$ cat config.mk
export PLATFORM = sky130hd
export DESIGN_NAME = dmem_arbiter
export DESIGN_NICKNAME = d
export VERILOG_FILES = /design/src/rtl/dmem_arbiter.sv
export SDC_FILE = /design/constraint.sdc
export NUM_CORES = 1
export LEC_CHECK = 0
export CORE_MARGIN = 10
export CORE_UTILIZATION = 29
export DETAILED_ROUTE_END_ITERATION = 7
export HOLD_SLACK_MARGIN = 0.08
export PLACE_DENSITY = 0.9
export SYNTH_ARGS = -nofsm -noshare
export SYNTH_HDL_FRONTEND = slang
export SYNTH_SLANG_ARGS = --single-unit
$ cat constraint.sdc
create_clock -name clk -period 3.66 [get_ports clk]
set_clock_uncertainty 0.05 [all_clocks]
set_input_delay 0.732 -clock clk [delete_from_list [all_inputs] [get_ports clk]]
set_output_delay 0.732 -clock clk [all_outputs]
set_load 0.05 [all_outputs]
$ cat src/rtl/dmem_arbiter.sv
// Two-port arbiter for the single-port data memory: core (port 0) has fixed priority,
// a starvation counter forces a DMA (port 1) grant. Optional bus locking: DMEM_ARB_LOCK_EN.
module dmem_arbiter #(
  parameter int ADDR_W       = 32,
  parameter int DATA_W       = 32,
  parameter int STARVE_LIMIT = 4
) (
  input  logic              clk,
  input  logic              reset,
  input  logic              req0,
  input  logic              we0,
  input  logic [ADDR_W-1:0] addr0,
  input  logic [DATA_W-1:0] wdata0,
  output logic              gnt0,
  output logic              rvalid0,
  input  logic              req1,
  input  logic              we1,
  input  logic [ADDR_W-1:0] addr1,
  input  logic [DATA_W-1:0] wdata1,
  output logic              gnt1,
  output logic              rvalid1,
`ifdef DMEM_ARB_LOCK_EN
  input  logic              lock0,
  input  logic              lock1,
`endif
  output logic [DATA_W-1:0] rdata,
  output logic              mem_we,
  output logic [ADDR_W-1:0] mem_addr,
  output logic [DATA_W-1:0] mem_wdata,
  input  logic [DATA_W-1:0] mem_rdata
);

  localparam logic [3:0] LIMIT = 4'(STARVE_LIMIT);

  logic [3:0]        wait_cnt_reg;
  logic              rvalid0_reg;
  logic              rvalid1_reg;
  logic [DATA_W-1:0] rdata_reg;
  logic              force1;
  logic              gnt0_arb;
  logic              gnt1_arb;
  logic              gnt0_int;
  logic              gnt1_int;
  logic              read_any;
  logic [3:0]        wait_cnt_next;

`ifdef DMEM_ARB_LOCK_EN
  logic owner_valid_reg;
  logic owner_reg;
  logic owner_req;
  logic owner_gnt;
  logic owner_lock;
`endif

  always_comb begin
    force1   = req1 && (wait_cnt_reg == LIMIT);
    gnt1_arb = req1 && (!req0 || force1);
    gnt0_arb = req0 && !gnt1_arb;
`ifdef DMEM_ARB_LOCK_EN
    // A locked owner excludes the other port, overriding priority and starvation.
    if (owner_valid_reg) begin
      gnt0_arb = req0 && !owner_reg;
      gnt1_arb = req1 && owner_reg;
    end
`endif
    gnt0_int = reset && gnt0_arb;
    gnt1_int = reset && gnt1_arb;
  end

  always_comb begin
    mem_we    = 1'b0;
    mem_addr  = '0;
    mem_wdata = '0;
    if (gnt0_int) begin
      mem_we    = we0;
      mem_addr  = addr0;
      mem_wdata = wdata0;
    end else if (gnt1_int) begin
      mem_we    = we1;
      mem_addr  = addr1;
      mem_wdata = wdata1;
    end
  end

  always_comb begin
    read_any = (gnt0_int && !we0) || (gnt1_int && !we1);
    if (req1 && !gnt1_int) begin
      wait_cnt_next = (wait_cnt_reg >= LIMIT) ? LIMIT : wait_cnt_reg + 4'd1;
    end else begin
      wait_cnt_next = 4'd0;
    end
  end

`ifdef DMEM_ARB_LOCK_EN
  always_comb begin
    owner_req  = owner_reg ? req1 : req0;
    owner_gnt  = owner_reg ? gnt1_int : gnt0_int;
    owner_lock = owner_reg ? lock1 : lock0;
  end
`endif

  always_ff @(posedge clk) begin
    if (!reset) begin
      wait_cnt_reg <= 4'd0;
      rvalid0_reg  <= 1'b0;
      rvalid1_reg  <= 1'b0;
      rdata_reg    <= '0;
`ifdef DMEM_ARB_LOCK_EN
      owner_valid_reg <= 1'b0;
      owner_reg       <= 1'b0;
`endif
    end else begin
      wait_cnt_reg <= wait_cnt_next;
      rvalid0_reg  <= gnt0_int && !we0;
      rvalid1_reg  <= gnt1_int && !we1;
      if (read_any) begin
        rdata_reg <= mem_rdata;
      end
`ifdef DMEM_ARB_LOCK_EN
      if (owner_valid_reg) begin
        if (!owner_req || (owner_gnt && !owner_lock)) begin
          owner_valid_reg <= 1'b0;
        end
      end else if (gnt0_int && lock0) begin
        owner_valid_reg <= 1'b1;
        owner_reg       <= 1'b0;
      end else if (gnt1_int && lock1) begin
        owner_valid_reg <= 1'b1;
        owner_reg       <= 1'b1;
      end
`endif
    end
  end

  assign gnt0    = gnt0_int;
  assign gnt1    = gnt1_int;
  assign rvalid0 = rvalid0_reg;
  assign rvalid1 = rvalid1_reg;
  assign rdata   = rdata_reg;

endmodule

==> flow_summary.ini <==
[power]
power_mw = 1.55
pwr-share-clk_pct = 19.3
vdd_ir_drop_max_v = 0.000323
switching_share_pct = 35.6
leakagePower_nw = 2.39
p_int_uw = 997
switchingPower_uw = 552
p_comb_share_pct = 52.1
cellPowerDensity_mw_per_mm2 = 273
power_frac_seq_pct = 28.6

[grt]
overflow = 0
busiest_layer = met2
antenna_found_initial = 0
use_met2_pct = 45.0
met1_usage_pct = 24.6
grt_pass1_vias = 3189
grt_pass1_wl_mm = 20.8
grtUsageMet3_pct = 8.20
grt_max_degree = 66
grt_use_total_pct = 23.6

[timing]
fin_ws_ps = 384
slew_headroom_pct = 60.8
period_minus_slack_ps = 3280
setup_tns_ps = 0
hold_viol = 0
rsz0062_at_grt = false
setup_viol = 0
fmax_mhz = 305
timing.hold.ws_ps = 413
worst_slew_pin_slew_ps = 588
post-route-period-util_pct = 89.5
maxSlewViolCount = 0

[detailed_routing]
firstDrtPassIters = 4
via_per_inst = 4.96
wl_mm = 14.4
wire_per_inst_um = 24.0
drc = 0
drt_iter0_drc = 99
num_vias = 2973
ant_nets = 0

[layout]
diodes = 0
area_growth_pct = 159
largest_reg_flops = 32
final_area_mm2 = 0.00567
layout.nets = 668
fin_util_pct = 77.7
drive_gt1_share_pct = 17.2
fin_cells = 600

[cts]
clock_path_buffers = 2
clock_latency_ps = 280
cts_tree = done
root_buffer = clkbuf_8
postCtsSetupRepairBufs = 0
cts.htree.levels = 2
holdBufCountCts = 0
post_cts_resized = 0
clock-sinks = 38
clk_pin_slew_ps = 80
cts_buffers = 5

[logic_synthesis]
synth_edf_count = 0
async_flop_share_pct = 0
avgSynthCellArea_um2 = 8.92
synth.top_cells.by_count = 66 x nand2_1, 65 x a22o_1, 38 x dfxtp_1
netlist_area_mm2 = 0.00219
synth_top_cell_area_share_pct = 34.8
synth.distinct_cells = 22
yosys.area.top_type = dfxtp_1
synth_ff_type = dfxtp_1
ys_warn_count = 0
ys_ff_latch = 38
syn_inst = 245
synth_nets = 413
synth.most_common_cell = nand2_1
yosysSeqAreaShare_pct = 34.8
ys_top_cells_by_area = dfxtp_1 35%, a22o_1 26%, mux2i_1 15%

[critical_path]
critical-path-max-stage-delay_ps = 490
worstPathArrival_ps = 2490
setup.worst_path.end_class = output pin
startpoint_type = input port
critPathRequiredTime_ps = 2880
path_common_cell = buf_12
crit_family = buffers and inverters
crit_buf_inv = 3
cp_cell_sequence = clkdlybuf4s50_1, nand2_1, a21oi_4, buf_12, a22o_1, buf_12
path_class = in -> out
slowest_stage = clkdlybuf4s50_1
critical_path_peak_fanout = 39

[floorplan]
placeableCoreArea_mm2 = 0.00729
row_count = 31
die_w_um = 107
die-area_mm2 = 0.0114
ios = 267
initial_core_util_pct = 30.0
fp.dieH_um = 107

[status]
status = complete, no violations

[hold_path]
hold_class = reg -> reg

[placement]
io_buffers = 266
dp.cells = 592
dp_slack_ps = 406
hpwlAfterDp_mm = 12.6
place_area_mm2 = 0.00557
gp_congestion = 0.867

[job]
maxCapViolations = 0
power by group through the flow:
| stage | clock, mW | sequential (mW) | combinational (mW) |
|---|---|---|---|
| 2_1_floorplan | 0 | 0.516 | 0.285 |
| 3_3_place_gp | 0 | 0.451 | 0.794 |
| 3_5_place_dp | 0 | 0.453 | 0.809 |
| 4_1_cts | 0.308 | 0.443 | 0.812 |
| 5_1_grt | 0.326 | 0.446 | 0.834 |
| 6_report | 0.298 | 0.443 | 0.807 |
worst reg2reg max path, stage by stage (launching register included):
cell      delay [ps]
dfxtp_1          360
inv_1             60
ha_1             230
nand3b_1         140
a21oi_4          170
a21oi_4          190
buf_4            480
mux2i_1          290
path summary, 6_finish.rpt:
check	to	depth (start not counted)	slack, ps	from
worst max-delay path	mem_wdata[21]	6	380	req1
worst min-delay path	rdata[31]	2	410	rdata[31]
worst max register to register	rdata[0]	7	1620	wait_cnt_reg[0]
worst min register to register	rdata[31]	2	410	rdata[31]
cell type report:
type / count / area [µm²]
multi-input cells: 180 / 1280
clock inverters: 2 / 12.5
inverters: 3 / 11.3
well taps: 99 / 124
fillers: 431 / 1620
repair buffers: 272 / 3400
clock buffers: 6 / 82.6
flip-flops and latches: 38 / 761
layer usage:
layer | share of wire [%] | vias up | routed length, µm
met2 | 54 | 153 | 7770
li1 | - | 1394 | -
met5 | 0 | - | 0
met3 | 8.9 | 14 | 1290
met4 | 1.3 | 0 | 181
met1 | 36 | 1412 | 5180
kinds of logic after synthesis:
| family | after synthesis | share of synthesized area, % |
|---|---|---|
| flops | 38 | 34.8 |
| simple gates | 77 | 14.5 |
| buf+inv | 27 | 7.33 |
| other cells | 1 | 0.172 |
| mux | 32 | 14.7 |
| compound gates | 68 | 27.4 |
| fa+ha+maj | 2 | 1.14 |
placed cells by master (no fill, tap or decap):
cell type / netlist / routed
and2_1: 1 / 1
a21oi_1: 1 / 1
nor2_4: 0 / 1
clkinv_2: 0 / 1
clkinvlp_4: 0 / 1
a21oi_4: 1 / 2
ha_1: 2 / 2
mux2i_1: 32 / 32
a22o_1: 65 / 65
inv_1: 3 / 3
nor4b_1: 1 / 1
nand2_1: 66 / 66
buf_4: 8 / 4
nor2_1: 4 / 3
clkbuf_8: 0 / 6
buf_2: 5 / 1
dfxtp_1: 38 / 38
nand3_1: 1 / 1
conb_1: 1 / 1
and4b_1: 1 / 1
nor3_2: 1 / 1
clkdlybuf4s50_1: 0 / 198
nor4_1: 1 / 1
nand3b_1: 1 / 1
buf_12: 0 / 69
Note: power is estimated with default switching activity, not from simulation.
==> RTL edit: new RTL, same settings <==
`ADDR_W`: 32 -> 16.
--- a/src/rtl/dmem_arbiter.sv
+++ b/src/rtl/dmem_arbiter.sv
@@ -1,7 +1,7 @@
 // Two-port arbiter for the single-port data memory: core (port 0) has fixed priority,
 // a starvation counter forces a DMA (port 1) grant. Optional bus locking: DMEM_ARB_LOCK_EN.
 module dmem_arbiter #(
-  parameter int ADDR_W       = 32,
+  parameter int ADDR_W       = 16,
   parameter int DATA_W       = 32,
   parameter int STARVE_LIMIT = 4
 ) (
Interface: changed (resized addr0, addr1 and mem_addr); port bits go from 267 to 219. No check against the original RTL was run, so the function may have changed too.
==> RTL edit against the original RTL <==
Design area shrank 14%; worst setup slack gained 55 ps; largest cell class unchanged; sequential power hardly changed; first-iteration DRC count decreased by 34%; total power shrank 9.9%; sequential cell count unchanged; wire length decreased by 25%; critical endpoint is now mem_wdata[23]; synthesized area shrank 8.2%.
==> RTL edit: results (changes against the original RTL) <==
[min_path]
hold_end = rdata[9]
worstHoldPathCells = 2  ; unchanged
min_from = rdata[9]
hp-class = reg -> reg

[cts]
clk_pin_slew_worst_paths_ps = 70
numCtsBuffers = 5  ; unchanged
cts_resized = 0  ; unchanged
clockBufferDepth = 2  ; unchanged
cts_setup_buffers = 0  ; unchanged
root_buffer = clkbuf_8
htreeDepth = 2  ; unchanged
clock_latency_ps = 280  ; about the same

[yosys]
syn-num-nets = 361  ; -13%
async_reset_ff_frac = 0  ; unchanged
synth_cell_types = 21  ; -4.5%
synth_area_leaders = dfxtp_1, a22o_1, mux2i_1, nand2_1, buf_2
synth-seq-area-share = 0.379  ; +0.0313
synth_common_cells = nand2_1, a22o_1, dfxtp_1, mux2i_1, buf_2
synth_ff_type = dfxtp_1
ys.warnings.count = 0  ; unchanged

[layout]
antennaDiodeCount = 0  ; unchanged
drive_above_1_share = 0.156  ; -0.0153
largest_reg_flops = 32  ; unchanged
fin_nets = 570  ; -15%
fillCellCount = 472  ; +9.5%

[sta]
tightest_slew_ps = 585  ; -2.35 ps
holdWs_ps = 408  ; -5.04 ps
slew_violations = 0  ; unchanged

[route]
wirelength_um = 10900  ; -25%
detail_route.first_pass.iterations = 4  ; unchanged
first_iter_violations = 65  ; -34%
via_count = 2518  ; -15%

[worst_setup_path]
worstRegToRegCells = 8  ; +1
slowest_delay_ps = 550  ; +60 ps
worstReg2RegEnd = rdata[31]
cp_data_arrival_time_ps = 2440  ; -50 ps
reg2reg_setup_slack_ps = 1580  ; -40 ps
crit_family = buffers and inverters
worstPathMaxFanout = 36  ; -7.7%
slowest_stage = clkdlybuf4s50_1
r2r-start = wait_cnt_reg[0]

[global_route]
grt_use_met2 = 0.346  ; -0.104
grt_usage = 0.189  ; -0.0475
grt_max_degree = 65  ; -1.5%
grt_pass1_wl_um = 15400  ; -26%
met1_usage = 0.196  ; -0.0502
use_met3 = 0.0824  ; +0.000404
grt_pass1_vias = 2612  ; -18%
antenna_found_initial = 0  ; unchanged

[die]
core-area_mm2 = 0.00676  ; -7.3%

[power]
ir_worst_vdd_mv = 0.273  ; -16%
power.leakage_nw = 2.06  ; -14%

[run]
maxCapViolCount = 0  ; unchanged

[place]
portBuffers = 218  ; -18%
gp_congestion = 0.887  ; +2.3%
dp_hpwl_um = 9350  ; -26%

[outcome]
status = finished, final reports clean

RTL edit: worst max-delay path by stage:
stage | from | to | slack [ps] | cells after the start
final | req0 | mem_wdata[23] | 440 | 6
after global routing | req0 | mem_addr[5] | 330 | 6
after CTS | req0 | mem_wdata[23] | 450 | 6
after detailed placement | req0 | mem_wdata[23] | 450 | 6
after global placement | req0 | mem_addr[7] | 510 | 6
after floorplan | req1 | mem_addr[0] | 920 | 4
RTL edit: report_power, final:
group	switching [mW]	internal [mW]
registers	0.00991	0.433
clock network	0.151	0.152
logic	0.318	0.333
RTL edit: routing by layer:
layer / vias to the layer above / share of wire
met5: - / 0
met4: 0 / 0.0093
met3: 8 / 0.12
met2: 132 / 0.52
met1: 1164 / 0.35
li1: 1214 / -
RTL edit: final cells by class:
| cell class | instances | share of cell area |
|---|---|---|
| repair buffers | 222 | 0.566 |
| multi-input cells | 164 | 0.235 |
| flip-flops and latches | 38 | 0.157 |
| well taps | 80 | 0.0206 |
| clock buffers | 6 | 0.0170 |
| clock inverters | 2 | 0.00258 |
| inverters | 3 | 0.00232 |
RTL edit: logic make-up (layout without fill, tap and decap cells):
kind of cell / after synthesis / in the layout / share of synthesized area
simple gates: 77 / 77 / 0.158
mux: 32 / 32 / 0.160
flops: 38 / 38 / 0.379
buf+inv: 23 / 233 / 0.0599
other cells: 1 / 1 / 0.00187
fa+ha+maj: 2 / 2 / 0.0125
compound gates: 52 / 52 / 0.229
RTL edit: per-stage QoR:
stage	setup slack [ps]	instances	cell area, µm²	utilization
4_1_cts	447	515	4850	0.718
2_1_floorplan	924	225	2010	-
6_report	439	515	4850	0.718
3_5_place_dp	445	507	4750	0.704
3_3_place_gp	511	507	4750	0.704
5_1_grt	331	515	4850	0.718
